`src/rtl/loader_pkg.sv`:
```
// Shared types and defaults for the boot-time program loader.
// State encoding plus default base address, stride and size limit.
package loader_pkg;

  typedef enum logic [3:0] {
    IDLE,
    HDR_HI,
    HDR_LO,
    DAT_HI,
    DAT_LO,
    WRITE,
    CHK_HI,
    CHK_LO,
    DONE,
    ERROR
  } state_e;

  localparam logic [15:0] DEF_BASE_ADDR = 16'h0000;
  localparam logic [15:0] DEF_ADDR_STEP = 16'd2;
  localparam logic [15:0] DEF_MAX_WORDS = 16'd1024;

endpackage

```
`src/rtl/byte_pair_assembler.sv`:
```
// Holds a captured high byte and pairs it with the live low byte.
// Ports: clock, reset (async low), take_hi, byte_in -> word.
module byte_pair_assembler (
  input  logic        clock,
  input  logic        reset,
  input  logic        take_hi,
  input  logic [7:0]  byte_in,
  output logic [15:0] word
);

  logic [7:0] hi_q;

  always_ff @(posedge clock or negedge reset) begin
    if (!reset) begin
      hi_q <= '0;
    end else if (take_hi) begin
      hi_q <= byte_in;
    end
  end

  // Low byte is taken straight from the stream on its consume edge.
  assign word = {hi_q, byte_in};

endmodule

```
`src/rtl/program_loader.sv`:
```
// Boot loader: byte stream -> 16-bit memory writes, then releases CPU.
// Ports: stream in (valid/ready), bank write port, run/busy/done/error.
import loader_pkg::*;

module program_loader #(
  parameter logic [15:0] BASE_ADDR = DEF_BASE_ADDR,
  parameter logic [15:0] ADDR_STEP = DEF_ADDR_STEP,
  parameter logic [15:0] MAX_WORDS = DEF_MAX_WORDS
) (
  input  logic        clock,
  input  logic        reset,
  input  logic        load_start,
  input  logic [7:0]  in_data,
  input  logic        in_valid,
  output logic        in_ready,
  output logic [15:0] mem_addr,
  output logic [15:0] mem_wdata,
  output logic        mem_write,
  output logic        mem_read,
  output logic        cpu_run,
  output logic        busy,
  output logic        done,
  output logic        error,
  output logic [15:0] words_loaded
);

  state_e      state_q;
  state_e      state_d;
  logic        take;
  logic        take_hi;
  logic        start;
  logic [15:0] word;
  logic [15:0] count_q;
  logic [15:0] sum_q;
  logic [15:0] wl_inc;
  logic [15:0] addr_now;

  byte_pair_assembler u_asm (
    .clock   (clock),
    .reset   (reset),
    .take_hi (take_hi),
    .byte_in (in_data),
    .word    (word)
  );

  assign mem_read = 1'b0;
  assign take     = in_valid && in_ready;
  assign wl_inc   = words_loaded + 16'd1;
  assign addr_now = BASE_ADDR + 16'(words_loaded * ADDR_STEP);

  always_comb begin
    in_ready = 1'b0;
    unique case (state_q)
      HDR_HI, HDR_LO,
      DAT_HI, DAT_LO,
      CHK_HI, CHK_LO: in_ready = 1'b1;
      default:        in_ready = 1'b0;
    endcase
  end

  assign take_hi = take && (state_q inside {HDR_HI, DAT_HI, CHK_HI});

  always_comb begin
    state_d = state_q;
    start   = 1'b0;
    unique case (state_q)
      IDLE, DONE, ERROR: begin
        if (load_start) begin
          state_d = HDR_HI;
          start   = 1'b1;
        end
      end
      HDR_HI: if (take) state_d = HDR_LO;
      HDR_LO: begin
        if (take) begin
          if (word > MAX_WORDS)   state_d = ERROR;
          else if (word == '0)    state_d = CHK_HI;
          else                    state_d = DAT_HI;
        end
      end
      DAT_HI: if (take) state_d = DAT_LO;
      DAT_LO: if (take) state_d = WRITE;
      // WRITE is a fixed single cycle, no byte consumed.
      WRITE: begin
        if (wl_inc == count_q) state_d = CHK_HI;
        else                   state_d = DAT_HI;
      end
      CHK_HI: if (take) state_d = CHK_LO;
      CHK_LO: begin
        if (take) begin
          if (word == sum_q) state_d = DONE;
          else               state_d = ERROR;
        end
      end
      default: state_d = IDLE;
    endcase
  end

  always_ff @(posedge clock or negedge reset) begin
    if (!reset) begin
      state_q      <= IDLE;
      count_q      <= '0;
      sum_q        <= '0;
      words_loaded <= '0;
      mem_addr     <= BASE_ADDR;
      mem_wdata    <= '0;
      mem_write    <= 1'b0;
      busy         <= 1'b0;
      done         <= 1'b0;
      error        <= 1'b0;
      cpu_run      <= 1'b0;
    end else begin
      state_q   <= state_d;
      // Strobe is registered so it lines up with the WRITE cycle.
      mem_write <= (state_d == WRITE);
      busy      <= !(state_d inside {IDLE, DONE, ERROR});
      if (start) begin
        words_loaded <= '0;
        sum_q        <= '0;
        done         <= 1'b0;
        error        <= 1'b0;
        cpu_run      <= 1'b0;
      end
      if (state_q == HDR_LO && take) begin
        count_q <= word;
      end
      if (state_q == DAT_LO && take) begin
        mem_addr  <= addr_now;
        mem_wdata <= word;
      end
      if (state_q == WRITE) begin
        words_loaded <= wl_inc;
        sum_q        <= sum_q + mem_wdata;
      end
      if (state_q == CHK_LO && state_d == DONE) begin
        done    <= 1'b1;
        cpu_run <= 1'b1;
      end
      if (state_d == ERROR && state_q != ERROR) begin
        error <= 1'b1;
      end
    end
  end

endmodule
```
`config.mk`:
```
export PLATFORM = sky130hd
export DESIGN_NAME = program_loader
export DESIGN_NICKNAME = d
export VERILOG_FILES = /design/src/rtl/loader_pkg.sv /design/src/rtl/byte_pair_assembler.sv /design/src/rtl/program_loader.sv
export SDC_FILE = /design/constraint.sdc
export NUM_CORES = 1
export LEC_CHECK = 0
export ABC_AREA = 0
export BUFFER_PORTS_ARGS = -buffer_cell sky130_fd_sc_hd__buf_2
export CAP_MARGIN = 0
export CORE_ASPECT_RATIO = 0.8
export CORE_MARGIN = 2
export CORE_UTILIZATION = 54
export CTS_BUF_LIST = sky130_fd_sc_hd__clkbuf_8
export DETAILED_ROUTE_END_ITERATION = 7
export PLACE_DENSITY = 0.78
export RECOVER_POWER = 50
export SYNTH_ARGS = -nofsm -noshare
export SYNTH_HDL_FRONTEND = slang
export SYNTH_SLANG_ARGS = --single-unit
```
`constraint.sdc`:
```
create_clock -name clock -period 2.85 [get_ports clock]
set_input_delay 0.57 -clock clock [delete_from_list [all_inputs] [get_ports clock]]
set_output_delay 0.57 -clock clock [all_outputs]
set_load 0.01 [all_outputs]
```
==> results of run 1 <==
[repair_timing]
action	4_1_cts	5_1_grt
pin swaps	0	3
gates resized for setup	3	4
endpoints found under the setup margin	2	4
[registers in the layout, indices dropped and copies added (netlist names)]
name          flops
words_loaded     16
u_asm.hi_q        8
mem_addr         15
error             1
done              1
sum_q            16
mem_write         1
state_q           4
count_q          16
mem_wdata        16
busy              1
[kinds of logic after synthesis]
| logic type | after synthesis |
|---|---|
| AND/OR/NAND/NOR | 133 |
| AO/OA/AOI/OAI | 101 |
| flip-flops | 95 |
| multiplexers | 58 |
| XOR/XNOR | 52 |
| buffers and inverters | 29 |
| adder cells (fa/ha/maj) | 17 |
| other | 1 |
[through the flow]
step	cell area [sq um]	total power, mW	utilization (%)
2_1_floorplan	5229	4.183	-
3_3_place_gp	5693	4.867	59.74
6_report	5899	6.024	61.91
4_1_cts	5932	6.052	62.25
3_5_place_dp	5693	5.004	59.74
5_1_grt	5899	6.462	61.91
[power groups by stage]
stage,clock (mW),sequential (mW),combinational (mW)
after floorplan,0,2.36,1.82
after global placement,0,2.39,2.47
after detailed placement,0,2.43,2.57
after CTS,1.04,2.40,2.60
after global routing,1.11,2.50,2.85
final,1.02,2.41,2.59
[worst max-delay path: cells and delay by family, from the launching register on]
family	cells	cell delay (ns)
fa+ha+maj	2	0.59
buf+inv	1	0.17
xor+xnor	1	0.16
compound gates	6	1.28
flops	1	0.40
simple gates	1	0.06
[synth_stat cells (4+ instances only)]
cell type,n,share of area [%]
ha_1,16,3.8
o21ai_0,39,3.7
nand3b_1,6,0.86
a21o_1,9,1.3
mux2_2,55,12
nand4_1,4,0.48
nand2b_1,4,0.48
dfrtp_1,95,45
nand2_1,36,2.6
xnor2_1,19,3.2
a31oi_1,5,0.60
nor4_1,6,0.72
nor3_1,6,0.57
xor2_1,33,5.5
and3_1,6,0.72
and3_4,4,0.86
a21oi_1,17,1.6
nor2b_1,6,0.72
o31ai_1,8,1.1
nor2_1,23,1.7
a22o_1,4,0.67
nand3_1,13,1.2
clkbuf_1,17,1.2
[per-layer routing]
layer	up-vias	part of all wire, %	global-route usage, %
li1	1870	-	-
met1	2023	46	33.84
met2	126	47	36.06
met3	18	6.0	6.609
met4	0	1.4	6.098
met5	-	0	0
[worst max path at each step]
stage / startpoint / endpoint / depth (start not counted)
2_1_floorplan: mem_wdata[0] / sum_q[14] / 10
3_3_place_gp: mem_wdata[0] / sum_q[14] / 11
3_5_place_dp: mem_wdata[0] / sum_q[14] / 11
4_1_cts: mem_wdata[0] / sum_q[14] / 11
5_1_grt: words_loaded[1] / error / 9
6_report: mem_wdata[0] / sum_q[14] / 11
[area by class of cell]
| cell class | instances | area [sq um] |
|---|---|---|
| Fill cell | 787 | 3630 |
| Multi-Input combinational cell | 363 | 2755 |
| Sequential cell | 95 | 2377 |
| Timing Repair Buffer | 77 | 380.4 |
| Tap cell | 119 | 148.9 |
| Clock buffer | 9 | 123.9 |
| Clock inverter | 6 | 102.6 |
| Inverter | 3 | 11.26 |
==> out/qor.yml, run 1 <==
run_status:
  status: "completed"
yosys:
  async_flop_share_pct: 100.0
  synthFlopType: "dfrtp_1"
  synth_xor_xnor_area_share_pct: 8.716
  ys_warn_count: 0
  synthSimpleGateAreaFrac_pct: 14.22
  synth.mux.area_fraction_pct: 12.43
  syn_inst: 486
  ys_types: 61
  synth.ff_latch_count: 95
  synth-compound-area-share_pct: 12.16
  synth-edff-count: 0
  synth-seq-area-share_pct: 45.50
  synth_top_family_by_area: "simple AND/OR/NAND/NOR gates"
  synthAdderAreaFrac_pct: 4.215
  syn_area_sq_mm: 0.005225
  avgSynthCellArea_sq_um: 10.75
timing:
  clock_skew_ns: 0.007210
  slew_headroom_pct: 11.46
  setup-tns-final_ns: 0
  max_freq_mhz: 363.8
  worst_slack_ns: 0.1010
  holdWs_ns: 0.3930
  timing.final.max_slew_violations: 0
  finalCritPeriodShare_pct: 96.46
  min_period_ns: 2.749
  finalHoldViolCount: 0
  worst_slew_pin_slew_ns: 1.328
  setup_viol: 0
floorplanning:
  dieArea_sq_mm: 0.01048
  floorplan.initialDensity_pct: 54.83
  die_w_um: 114.0
  core_sq_mm: 0.009529
  die-height_um: 91.98
  rows: 32
  boundaryPins: 67
drt:
  drcViolationCount: 0
  finalWirelength_mm: 11.62
  vias: 4037
  drt_iter0_markers: 214
  vias_per_cell: 6.007
  avgRoutedWirePerCell_um: 17.29
  drt_pre_antenna_iters: 5
  final_antenna_net_count: 0
global_route:
  grt_pass1_wl_mm: 19.67
  grt.overflow.total: 0
  grt_pass1_vias: 3930
  grt_max_degree: 53
  grt_usage_pct: 23.77
  grt_antenna_before_repair: 0
power:
  p_clk_share_pct: 17.0
  vdd.ir_drop.worst_mv: 0.5747
  power.switching_mw: 2.352
  power_density_mw_per_mm2: 1021
  swShare_pct: 39.05
  p_leak_nw: 2.768
  seqPwrFrac_pct: 40.1
  power_frac_comb_pct: 43.0
  internal_power_mw: 3.672
final_layout:
  final_common_cell: "dfrtp_1"
  fin_nets: 578
  drive_gt1_share_pct: 26.04
  diodes: 0
  final_cells: 672
  final_cell_mix: "95 x dfrtp_1, 55 x mux2_2, 39 x o21ai_0, 38 x buf_2, 36 x nand2_1"
  syn2layout_area_growth_pct: 12.91
clock_network:
  cts_num_sinks: 95
  clk_pin_slew_worst_paths_ns: 0.09
  cts_buffer_depth: 2
  cts_tree: "yes"
  htree_levels: 3
  worstSkewPairLatency_ns: 0.37
  cts_made_buffers: 9
  cts-root-buf: "clkbuf_8"
  cts_setup_buffers: 0
  ctsHoldBuffers: 0
worst_setup_path:
  cp-end-kind: "register"
  startpoint_type: "register"
  slowest_delay_ns: 0.40
  critPathKind: "register to register"
  cp_slowest_cell: "dfrtp_1"
  worst-path-max-fanout: 3
  critical_path_arrival_ns: 3.01
  reg2reg_depth: 11
  path_cells: "ha_1 -> fa_2 -> a21o_1 -> a21o_1 -> a2111oi_4 -> buf_4 -> nor2_1 -> a221oi_2 -> a21oi_1 -> xor2_1 -> a22o_1"
  worstReg2RegStart: "mem_wdata[0]"
  critical_path.most_common_cell: "a21o_1"
  rrSetupSlack_ns: 0.10
  r2r_end: "sum_q[14]"
  cp.required_ns: 3.11
placed_design:
  post-place-ws_ns: -0.1172
  gp_congestion: 0.8896
  port_buffers: 64
  dp_hpwl_mm: 8.166
  dp_cells: 657
hold_path:
  hold_path.class: "input port to async pin"
run:
  drv_cap: 0
(Power assumes the default switching activity.)
==> run 2: changes to the inputs <==
REMOVE_ABC_BUFFERS = 1   (was default)
==> out/qor.yml, run 2 (synthesized netlist as in run 1, its figures left out) <==
placed_design:
  post-place-ws_ns: -0.1303
  dp_hpwl_mm: 8.305
  port_buffers: 64
  gp_congestion: 0.9568
timing:
  slew_headroom_pct: -28.24
  min_period_ns: 2.759
  finalHoldViolCount: 0
  worst_slack_ns: 0.09093
  max_freq_mhz: 362.4
  rsz0062_at_grt: "true"
  setup_viol: 0
  clock_skew_ns: 0.008701
  setup-tns-final_ns: 0
  timing.final.max_slew_violations: 35
  finalCritPeriodShare_pct: 96.81
  worst_slew_pin_slew_ns: 1.924
worst_setup_path:
  path_cells: "ha_2 -> fa_2 -> a21o_1 -> a21o_1 -> a2111oi_4 -> buf_4 -> nor2_4 -> a221oi_4 -> nor2b_4 -> xor2_1 -> o21ai_1"
  critical_path_arrival_ns: 3.00
  critPathKind: "register to register"
  slowest_delay_ns: 0.40
  cp.depth: 11
  cp-end-kind: "register"
  crit_family: "compound AO/OA/AOI/OAI gates"
  cp_slowest_cell: "dfrtp_1"
  r2r_end: "sum_q[12]"
  critical_path.most_common_cell: "a21o_1"
  reg2reg_depth: 11
  rrSetupSlack_ns: 0.09
  crit_end: "sum_q[12]"
  worst-path-max-fanout: 2
  cp_num_buf_inv: 1
  cp.required_ns: 3.10
  worstReg2RegStart: "sum_q[0]"
  crit_start: "sum_q[0]"
  startpoint_type: "register"
power:
  finalPower_mw: 5.856
  p_leak_nw: 2.759
  power_density_mw_per_mm2: 992.9
  vdd.ir_drop.worst_mv: 0.5720
clock_network:
  cts_tree: "yes"
  cts-root-buf: "clkbuf_8"
  cts_made_buffers: 9
  worstSkewPairLatency_ns: 0.37
  clk_pin_slew_worst_paths_ns: 0.09
  cts_num_sinks: 95
  cts_buffer_depth: 2
  htree_levels: 3
final_layout:
  final_cell_mix: "95 x dfrtp_1, 55 x mux2_2, 38 x o21ai_0, 38 x buf_2, 36 x nand2_1"
  fin_nets: 580
  final_common_cell: "dfrtp_1"
  syn2layout_area_growth_pct: 12.88
  drive_gt1_share_pct: 26.98
  final_core_util_pct: 61.90
  diodes: 0
drt:
  avgRoutedWirePerCell_um: 17.69
  drt_iter0_markers: 231
  drt_pre_antenna_iters: 5
  finalWirelength_mm: 11.94
  vias_per_cell: 5.966
  vias: 4027
  drcViolationCount: 0
  final_antenna_net_count: 0
floorplanning:
  dieArea_sq_mm: 0.01048
  floorplan.initialDensity_pct: 54.83
  die_w_um: 114.0
  rows: 32
  die-height_um: 91.98
  boundaryPins: 67
  core_sq_mm: 0.009529
global_route:
  grt_usage_pct: 23.61
  grt_pass1_wl_mm: 19.38
  grtUsageMet3_pct: 5.155
  use_met2_pct: 35.02
  grt_antenna_before_repair: 0
  grt_max_degree: 62
  grt_pass1_vias: 3822
  busiest_layer: "met2"
  use_met1_pct: 34.42
  grt.overflow.total: 0
run_status:
  status: "finished, violations left"
  violations: "capacitance limit, slew limit"
hold_path:
  hold_path.class: "register to register"
  hold_depth: 1
run:
  drv_cap: 1
run 2: power breakdown:
part	internal, mW	leakage, nW	total [mW]	switching, mW
logic	1.25	1.43	2.63	1.37
registers	1.87	1.24	2.43	0.561
clock network	0.336	0.0895	0.802	0.465
run 2: repair_timing:
action	CTS	global route
resized for setup	4	9
buffers inserted	0	1
hold buffers	0	0
setup endpoints to repair	2	4
pin swaps	0	9
run 2: how the worst min path moves through the flow:
stage	start	endpoint	slack, ns
3_3_place_gp	error	error	0.47
5_1_grt	in_data[6]	count_q[6]	0.52
2_1_floorplan	reset	busy	0.27
4_1_cts	reset	mem_wdata[1]	0.15
6_report	mem_addr[13]	mem_addr[13]	0.51
3_5_place_dp	mem_addr[6]	mem_addr[6]	0.49
run 2: routing by layer:
layer | share of wire, % | routed length [um]
met1 | 46 | 5465
met3 | 6.5 | 780
met2 | 46 | 5441
met5 | 0 | 0
met4 | 2.1 | 252
run 2: layout make-up:
type / count / area [sq um]
fillers: 786 / 3631
multi-input cells: 363 / 2773
flip-flops and latches: 95 / 2377
repair buffers: 79 / 412.9
well taps: 119 / 148.9
clock buffers: 10 / 137.6
clock inverters: 6 / 37.54
inverters: 3 / 11.26
run 2: through the flow:
step	hold WS (ns)	instance area [sq um]	instances
detailed placement	0.4897	5692	658
global placement	0.4740	5692	658
global route	0.5221	5898	675
finish	0.5094	5898	675
CTS	0.1541	5882	674
floorplan	0.2744	5100	461
